<file path="config.mk">
export PLATFORM = sky130hd
export DESIGN_NAME = hazard_unit
export DESIGN_NICKNAME = d
export VERILOG_FILES = /design/src/rtl/hazard_unit.sv
export SDC_FILE = /design/constraint.sdc
export NUM_CORES = 1
export LEC_CHECK = 0
export ABC_AREA = 1
export CAP_MARGIN = 5
export CORE_ASPECT_RATIO = 0.9
export CORE_MARGIN = 2
export CORE_UTILIZATION = 49
export DETAILED_ROUTE_END_ITERATION = 16
export PLACE_DENSITY = 0.82
export SYNTH_ARGS = -nofsm -noshare
export SYNTH_HDL_FRONTEND = slang
export SYNTH_SLANG_ARGS = --single-unit
</file>
<file path="constraint.sdc">
create_clock -name clk -period 3.1 [get_ports clk]
set_input_delay 0.465 -clock clk [delete_from_list [all_inputs] [get_ports clk]]
set_output_delay 0.465 -clock clk [all_outputs]
set_load 0.05 [all_outputs]
</file>
<file path="src/rtl/hazard_unit.sv">
// -----------------------------------------------------------------------------
// hazard_unit
//
// Pipeline hazard controller for the 5-stage RISC-V core. It produces:
//   - EX operand forwarding selects (MEM result has priority over WB result),
//   - a one-cycle load-use stall with a bubble inserted into EX,
//   - branch/jump flushes of the younger instructions,
//   - stall sequencing for multi-cycle EX operations (mul/div) through a
//     two-state FSM with a small cycle counter,
//   - a free-running count of fetch-stall cycles.
//
// Parameters
//   MC_LATENCY : total EX cycles of a multi-cycle op, first cycle included
//                (2..16)
//   CNT_W      : width of the stall-cycle counter
//
// Ports
//   clk, reset              : rising-edge clock, asynchronous active-high reset
//   rs1d, rs2d              : source registers of the ID instruction
//   rs1e, rs2e, rde         : source/destination registers of the EX instruction
//   rdm, rdw                : destination registers of MEM / WB instructions
//   regwritem, regwritew    : register-write enables of MEM / WB
//   resultsrce0             : EX instruction is a load
//   pcsrce                  : taken branch/jump resolved in EX
//   mcstarte                : EX instruction is a multi-cycle op
//   stallf, stalld, stalle  : hold PC, if_id, id_iex
//   flushd, flushe, flushm  : clear if_id, id_iex, iex_imem
//   forwardae, forwardbe    : 00 regfile, 01 WB result, 10 MEM ALU result
//   mcbusy, mcdone          : multi-cycle op occupies EX / final cycle of it
//   stallcnt                : number of cycles with stallf asserted (wraps)
//
// While reset is high every output reads 0, including the combinational ones.
// -----------------------------------------------------------------------------
module hazard_unit #(
    parameter int MC_LATENCY = 4,
    parameter int CNT_W      = 32
) (
    input  logic             clk,
    input  logic             reset,
    input  logic [4:0]       rs1d,
    input  logic [4:0]       rs2d,
    input  logic [4:0]       rs1e,
    input  logic [4:0]       rs2e,
    input  logic [4:0]       rde,
    input  logic [4:0]       rdm,
    input  logic [4:0]       rdw,
    input  logic             regwritem,
    input  logic             regwritew,
    input  logic             resultsrce0,
    input  logic             pcsrce,
    input  logic             mcstarte,
    output logic             stallf,
    output logic             stalld,
    output logic             stalle,
    output logic             flushd,
    output logic             flushe,
    output logic             flushm,
    output logic [1:0]       forwardae,
    output logic [1:0]       forwardbe,
    output logic             mcbusy,
    output logic             mcdone,
    output logic [CNT_W-1:0] stallcnt
);

    typedef enum logic {
        S_IDLE = 1'b0,
        S_BUSY = 1'b1
    } mc_state_e;

    localparam logic [1:0] FWD_RF  = 2'b00;
    localparam logic [1:0] FWD_WB  = 2'b01;
    localparam logic [1:0] FWD_MEM = 2'b10;

    // mccnt value of the op's final (mcdone) cycle.
    localparam logic [3:0] MC_LAST = 4'(MC_LATENCY - 1);

    mc_state_e        state_q,    state_d;
    logic [3:0]       mccnt_q,    mccnt_d;
    logic [CNT_W-1:0] stallcnt_q, stallcnt_d;

    logic [1:0] fwd_a;
    logic [1:0] fwd_b;
    logic       lwstall;
    logic       mc_start;
    logic       mc_last;
    logic       mcstall;
    logic       stall_front;

    // Forwarding select for one EX source operand. x0 is never forwarded,
    // and the younger (MEM) producer wins over WB.
    function automatic logic [1:0] fwd_sel(
        input logic [4:0] rs,
        input logic [4:0] rd_mem,
        input logic       we_mem,
        input logic [4:0] rd_wb,
        input logic       we_wb
    );
        if (we_mem && (rd_mem != 5'd0) && (rd_mem == rs)) begin
            return FWD_MEM;
        end else if (we_wb && (rd_wb != 5'd0) && (rd_wb == rs)) begin
            return FWD_WB;
        end
        return FWD_RF;
    endfunction

    // -------------------------------------------------------------------------
    // Hazard detection and next-state logic
    // -------------------------------------------------------------------------
    always_comb begin
        // NOTE: every signal driven here gets a default first, so no path
        // through the block can leave one unassigned and infer a latch.
        state_d    = state_q;
        mccnt_d    = mccnt_q;

        fwd_a = fwd_sel(rs1e, rdm, regwritem, rdw, regwritew);
        fwd_b = fwd_sel(rs2e, rdm, regwritem, rdw, regwritew);

        lwstall = resultsrce0 && (rde != 5'd0) &&
                  ((rde == rs1d) || (rde == rs2d));

        // A branch resolved alongside a multi-cycle start wins: the op is
        // on the wrong path and must not occupy EX.
        mc_start = (state_q == S_IDLE) && mcstarte && !pcsrce;
        mc_last  = (state_q == S_BUSY) && (mccnt_q == MC_LAST);

        // EX is held on every cycle of the op except its last one; the op
        // leaves EX on the edge that ends the mcdone cycle.
        mcstall     = mc_start || ((state_q == S_BUSY) && !mc_last);
        stall_front = lwstall || mcstall;

        unique case (state_q)
            S_IDLE: begin
                if (mc_start) begin
                    state_d = S_BUSY;
                    mccnt_d = 4'd1;
                end
            end
            S_BUSY: begin
                if (mc_last) begin
                    state_d = S_IDLE;
                    mccnt_d = 4'd0;
                end else begin
                    mccnt_d = mccnt_q + 4'd1;
                end
            end
            default: begin
                state_d = S_IDLE;
                mccnt_d = 4'd0;
            end
        endcase

        stallcnt_d = stall_front ? (stallcnt_q + CNT_W'(1)) : stallcnt_q;
    end

    // -------------------------------------------------------------------------
    // State registers
    // -------------------------------------------------------------------------
    always_ff @(posedge clk or posedge reset) begin
        // NOTE: sequential state uses non-blocking assignments so every flop
        // samples the pre-edge values regardless of statement order.
        if (reset) begin
            state_q    <= S_IDLE;
            mccnt_q    <= 4'd0;
            stallcnt_q <= '0;
        end else begin
            state_q    <= state_d;
            mccnt_q    <= mccnt_d;
            stallcnt_q <= stallcnt_d;
        end
    end

    // -------------------------------------------------------------------------
    // Outputs: combinational, forced low while reset is asserted so the
    // pipeline sees no stall/flush/forward activity during reset.
    // -------------------------------------------------------------------------
    always_comb begin
        stallf    = 1'b0;
        stalld    = 1'b0;
        stalle    = 1'b0;
        flushd    = 1'b0;
        flushe    = 1'b0;
        flushm    = 1'b0;
        forwardae = FWD_RF;
        forwardbe = FWD_RF;
        mcbusy    = 1'b0;
        mcdone    = 1'b0;

        if (!reset) begin
            stallf    = stall_front;
            stalld    = stall_front;
            stalle    = mcstall;
            // MEM gets a bubble while the multi-cycle op is held in EX.
            flushm    = mcstall;
            flushd    = pcsrce;
            // A held EX stage is never cleared, even on a load-use hazard.
            flushe    = (lwstall || pcsrce) && !mcstall;
            forwardae = fwd_a;
            forwardbe = fwd_b;
            mcbusy    = mc_start || (state_q == S_BUSY);
            mcdone    = mc_last;
        end
    end

    assign stallcnt = stallcnt_q;

endmodule

</file>
# Word level (Yosys, flattened, before mapping)
# Cells that the tools add are included.
[totals] reg_bits=37 inputBits=42
[classes] add_sub_neg=2 n_eq_ne=8 mux=24 bitwise_logic=1 n_reduce_logical=24
[ops] cell="$add A32 B1 Y32 const B" n=1
[ops] cell="$eq A5 B5 Y1" n=6
[ops] cell="$mux W2" n=8
[ops] cell="$reduce_bool A5 Y1" n=3
[ops] cell="$logic_and A1 B1 Y1" n=13
[ops] cell="$mux W1" n=12
[ops] cell="$mux W4" n=2
[ops] cell="$pmux W4 S2" n=1
[ops] cell="$logic_or A1 B1 Y1" n=5
[ops] cell="$add A4 B1 Y4 const B" n=1
[ops] cell="$eq A4 B2 Y1 const B" n=1
[ops] cell="$logic_not A1 Y1" n=3
[ops] cell="$ne A2 B2 Y1 const B" n=1
[ops] cell="$pmux W1 S2" n=1
[ops] cell="$not A1 Y1" n=1

# Depth between registers and ports, before layout
[depth] depth_word=8 depth_mapped=11 depth_no_buf=10

# Worst setup path before layout
# Ideal clock, no wire load.
[synth_timing] path_type="input -> output" startpoint="input reset" endpoint="output forwardae[0]" arrival_time_ns=2.556 required_time_ns=2.635 setup_slack_ns=0.079 cell_stages=6 cell_sequence="clkbuf_1 inv_1 o21ai_0 a21oi_1 nand3_1 nor2_1"
[synth_via] elab_chain_len=1
[synth_lines] item="start, declared" line="39" rtl="input logic reset,"
[synth_lines] item="$mux W2" line="188" rtl="if (!reset) begin"
[synth_lines] item="end, declared" line="58" rtl="output logic [1:0] forwardae,"
# Every way passes these cells.

# Final worst setup path
[layout_timing] startpoint="input rde[1]" endpoint="output flushe"
[layout_via] elab_chain_len=6
[layout_lines] item="start, declared" line="44" rtl="input logic [4:0] rde,"
[layout_lines] item="$eq A5 B5 Y1 / $reduce_bool A5 Y1 (equally long branches)" line="119, 118"
[layout_lines] item="$logic_or A1 B1 Y1 / $logic_and A1 B1 Y1 (equally long branches)" line="119, 118"
[layout_lines] item="$logic_and A1 B1 Y1 (*)" line="118" rtl="lwstall = resultsrce0 && (rde != 5'd0) &&"
[layout_lines] item="$logic_or A1 B1 Y1 (*)" line="196" rtl="flushe = (lwstall || pcsrce) && !mcstall;"
[layout_lines] item="$logic_and A1 B1 Y1 (*)" line="196"
[layout_lines] item="$mux W1 (*)" line="188"
[layout_lines] item="end, declared" line="56" rtl="output logic flushe,"
# Mark *: on every way between the ends. The rest lies on a longest branch, timed or not.

==> impl_results.md <==
* WL/cell at 12.3 µm
* Initial antenna violation count at 0
* Drt first pass iters at 4
* Fin crit period at 2580 ps
* Power Density at approximately 490 nW/µm²
* RSZ-0062 raised after global routing: false
* # diodes at 0
* PostCTS Resize Cnt at 0
* Post-Syn Area at ~3000 µm²
* CTS Hold Bufs at 0
* Syn Nets at approximately 520
* Max-cap violations at 0
* Average size of a mapped cell at about 6.4 µm²
* Total die area at 6870 µm²
* Outcome: finished, final reports clean
* Remaining global-route overflow at 0
* CP Capture Type: output pin
* I/O pin count at 86
* Cell depth of the worst hold path at 1
* TritonCTS clock tree: built
* Vias/cell at ~5.1
* Die Wd at about 87 µm
* Compound-gate portion of the synthesized area at under 10%
* First-pass GRT wire length at 13.2 mm
* Largest family of logic cells by synthesized area: simple AND/OR/NAND/NOR gates
* Worst Path Arrival at 2110 ps
* Worst-path clk slew at around 70 ps
* XOR/XNOR Fraction of Synth Area at 10.1%
* Post-synth top area share at roughly 30%
* Area Growth Syn to Fin at 33.9%
* IO buf count at 85
* Max FO, Critical Path at 12
* Std-Cell Rows at 27
* DRC at 0
* CP startpoint kind: input pin
* Placed cells at around 620
* Post-route setup TNS at 0 ps
* Largest area contributor in the netlist: dfrtp_1
* Fin crit share at between 80% and 90%
* Max Freq at just under 0.4 GHz
* Worst reg-to-reg path cell count at 9
* Root Buffer: clkbuf_8
* Ys async rst share at 100%
* Fin. Hold Viols at 0
* Tot GR Track Use at 23.8%
* Clock Latency Late Sink at around 300 ps
* Slew margin rel. at 65.1%
* Most common cell after layout, fill and taps aside: nand2_1
* Max-slew violation count at 0
* Vias in the first global route at approximately 3000
* Worst VDD drop at 0.480 mV
* Worst-Margin Slew at about 520 ps
* Synthesized netlist cell count at 475
* Top post-synthesis cells by area: dfrtp_1, nand2_1, nand3_1
* Worst setup path class: in -> out
* Starting DRC count in detailed routing at between 150 and 200
* Final setup fails at 0
* Post-synth EDFFs at 0
* Largest net degree at the start of global routing at 38
* Final Instance Count excl. Fillers at approximately 630
* Die H at 78.8 µm
* Hold Crit Class: reg -> reg
* Synth Area in Adders at less than 1%
* Dpl hpwl at 6.13 mm
* DR vias at between 3000 and 4000
* Initial Util at around half
* H-Tree Depth at 2
* Longest Clk Path Bufs at 2
* Routed Antenna Nets at 0
* Seq/Total Area, Yosys at between 30 and 40%
* Most frequent cells in the layout: nand2_1, clkdlybuf4s50_1, nor2_1, nand3_1, dfrtp_1
* Post-Synth Simple-Gate Area at between 40 and 50%
* NumNets Final at roughly 600
* # clock sinks at 37
* Main synth FF type: dfrtp_1
* CP Data Required Time at 2630 ps
* Setup bufs post-CTS at 0
* Ratio of cells with drive above 1 in the final layout at approximately 10%
* Final worst clock skew at 9.32 ps
* Post-Route WL at between 7 and 8 mm
* Core region area at 6080 µm²
* Yosys warning count at 0
* Hold_ws at 564 ps
* Mux cell area share after synthesis at 0%
* Static Leak at roughly 1.9 nW
* Overall Power at 2.00 mW
* CTS buffer count at 5
* Yosys reg bits at 37
* Gpl congestion at roughly 1
* Synth cell types at 30
synth_stat cells (5+ instances only):
cell type / count
nor2_2: 12
dfrtp_1: 37
buf_2: 6
nand3_1: 42
inv_2: 10
nor2_1: 52
nand4_1: 6
nor3_1: 5
inv_1: 34
a21oi_1: 5
xor2_1: 17
xnor2_1: 18
nand3b_1: 11
nand2_1: 187
routing by layer:
metal	vias up	share of wire (%)	GRT usage (%)
met3	12	4.4	4.16
met1	1476	47	31.6
li1	1646	-	-
met4	0	1.5	8.31
met5	-	0	0
met2	79	48	39.1
path summary, 6_finish.rpt:
kind,startpoint,end,slack (ps)
max in group asynchronous,reset,stallcnt[5]$_DFFE_PP0P_,1900
min in group asynchronous,reset,state_q$_DFF_PP0_,860
worst max register to register,mccnt_q[0]$_DFFE_PP0N_,stallcnt[2]$_DFFE_PP0P_,1080
worst min register to register,mccnt_q[1]$_DFFE_PP0N_,mccnt_q[1]$_DFFE_PP0N_,560
worst max-delay path,rde[1],flushe,520
worst min-delay path,mccnt_q[1]$_DFFE_PP0N_,mccnt_q[1]$_DFFE_PP0N_,560
kinds of logic after synthesis:
kind of cell	count (synthesis)
buf+inv	56
simple gates	328
xor+xnor	35
fa+ha+maj	2
flops	37
compound gates	17
worst max-delay path, stage by stage:
cell	delay, ps
clkdlybuf4s50_1	520
inv_2	60
nand2_1	70
nand2_1	50
nor2_1	90
nand3_1	70
nand2_1	80
nand2_2	70
buf_4	190
a21oi_1	280
buf_12	180
sequential cells by signal (all words and copies together) (netlist names):
register  flops
state_q       1
stallcnt     32
mccnt_q       4
per-stage QoR:
stage / setup slack (ps) / instance area [µm²] / utilization [%]
2_1_floorplan: 78.5 / 3050 / -
3_3_place_gp: 558 / 3960 / 65.2
3_5_place_dp: 526 / 3960 / 65.2
4_1_cts: 520 / 4080 / 67.1
5_1_grt: 395 / 4080 / 67.1
6_report: 520 / 4080 / 67.1
power breakdown:
group          internal, mW  switching, mW  leakage [nW]
clock                 0.262          0.179        0.0585
sequential            0.551         0.0908         0.498
combinational         0.326          0.594          1.37
cell type report:
class / count / area, µm²
clock buffer: 7 / 86.3
clock inverter: 1 / 30.0
fill: 534 / 2000
inverter: 44 / 165
multi-input combinational: 382 / 1870
sequential: 37 / 926
tap: 72 / 90.1
timing repair buffer: 89 / 908
(Power assumes the default switching activity.)
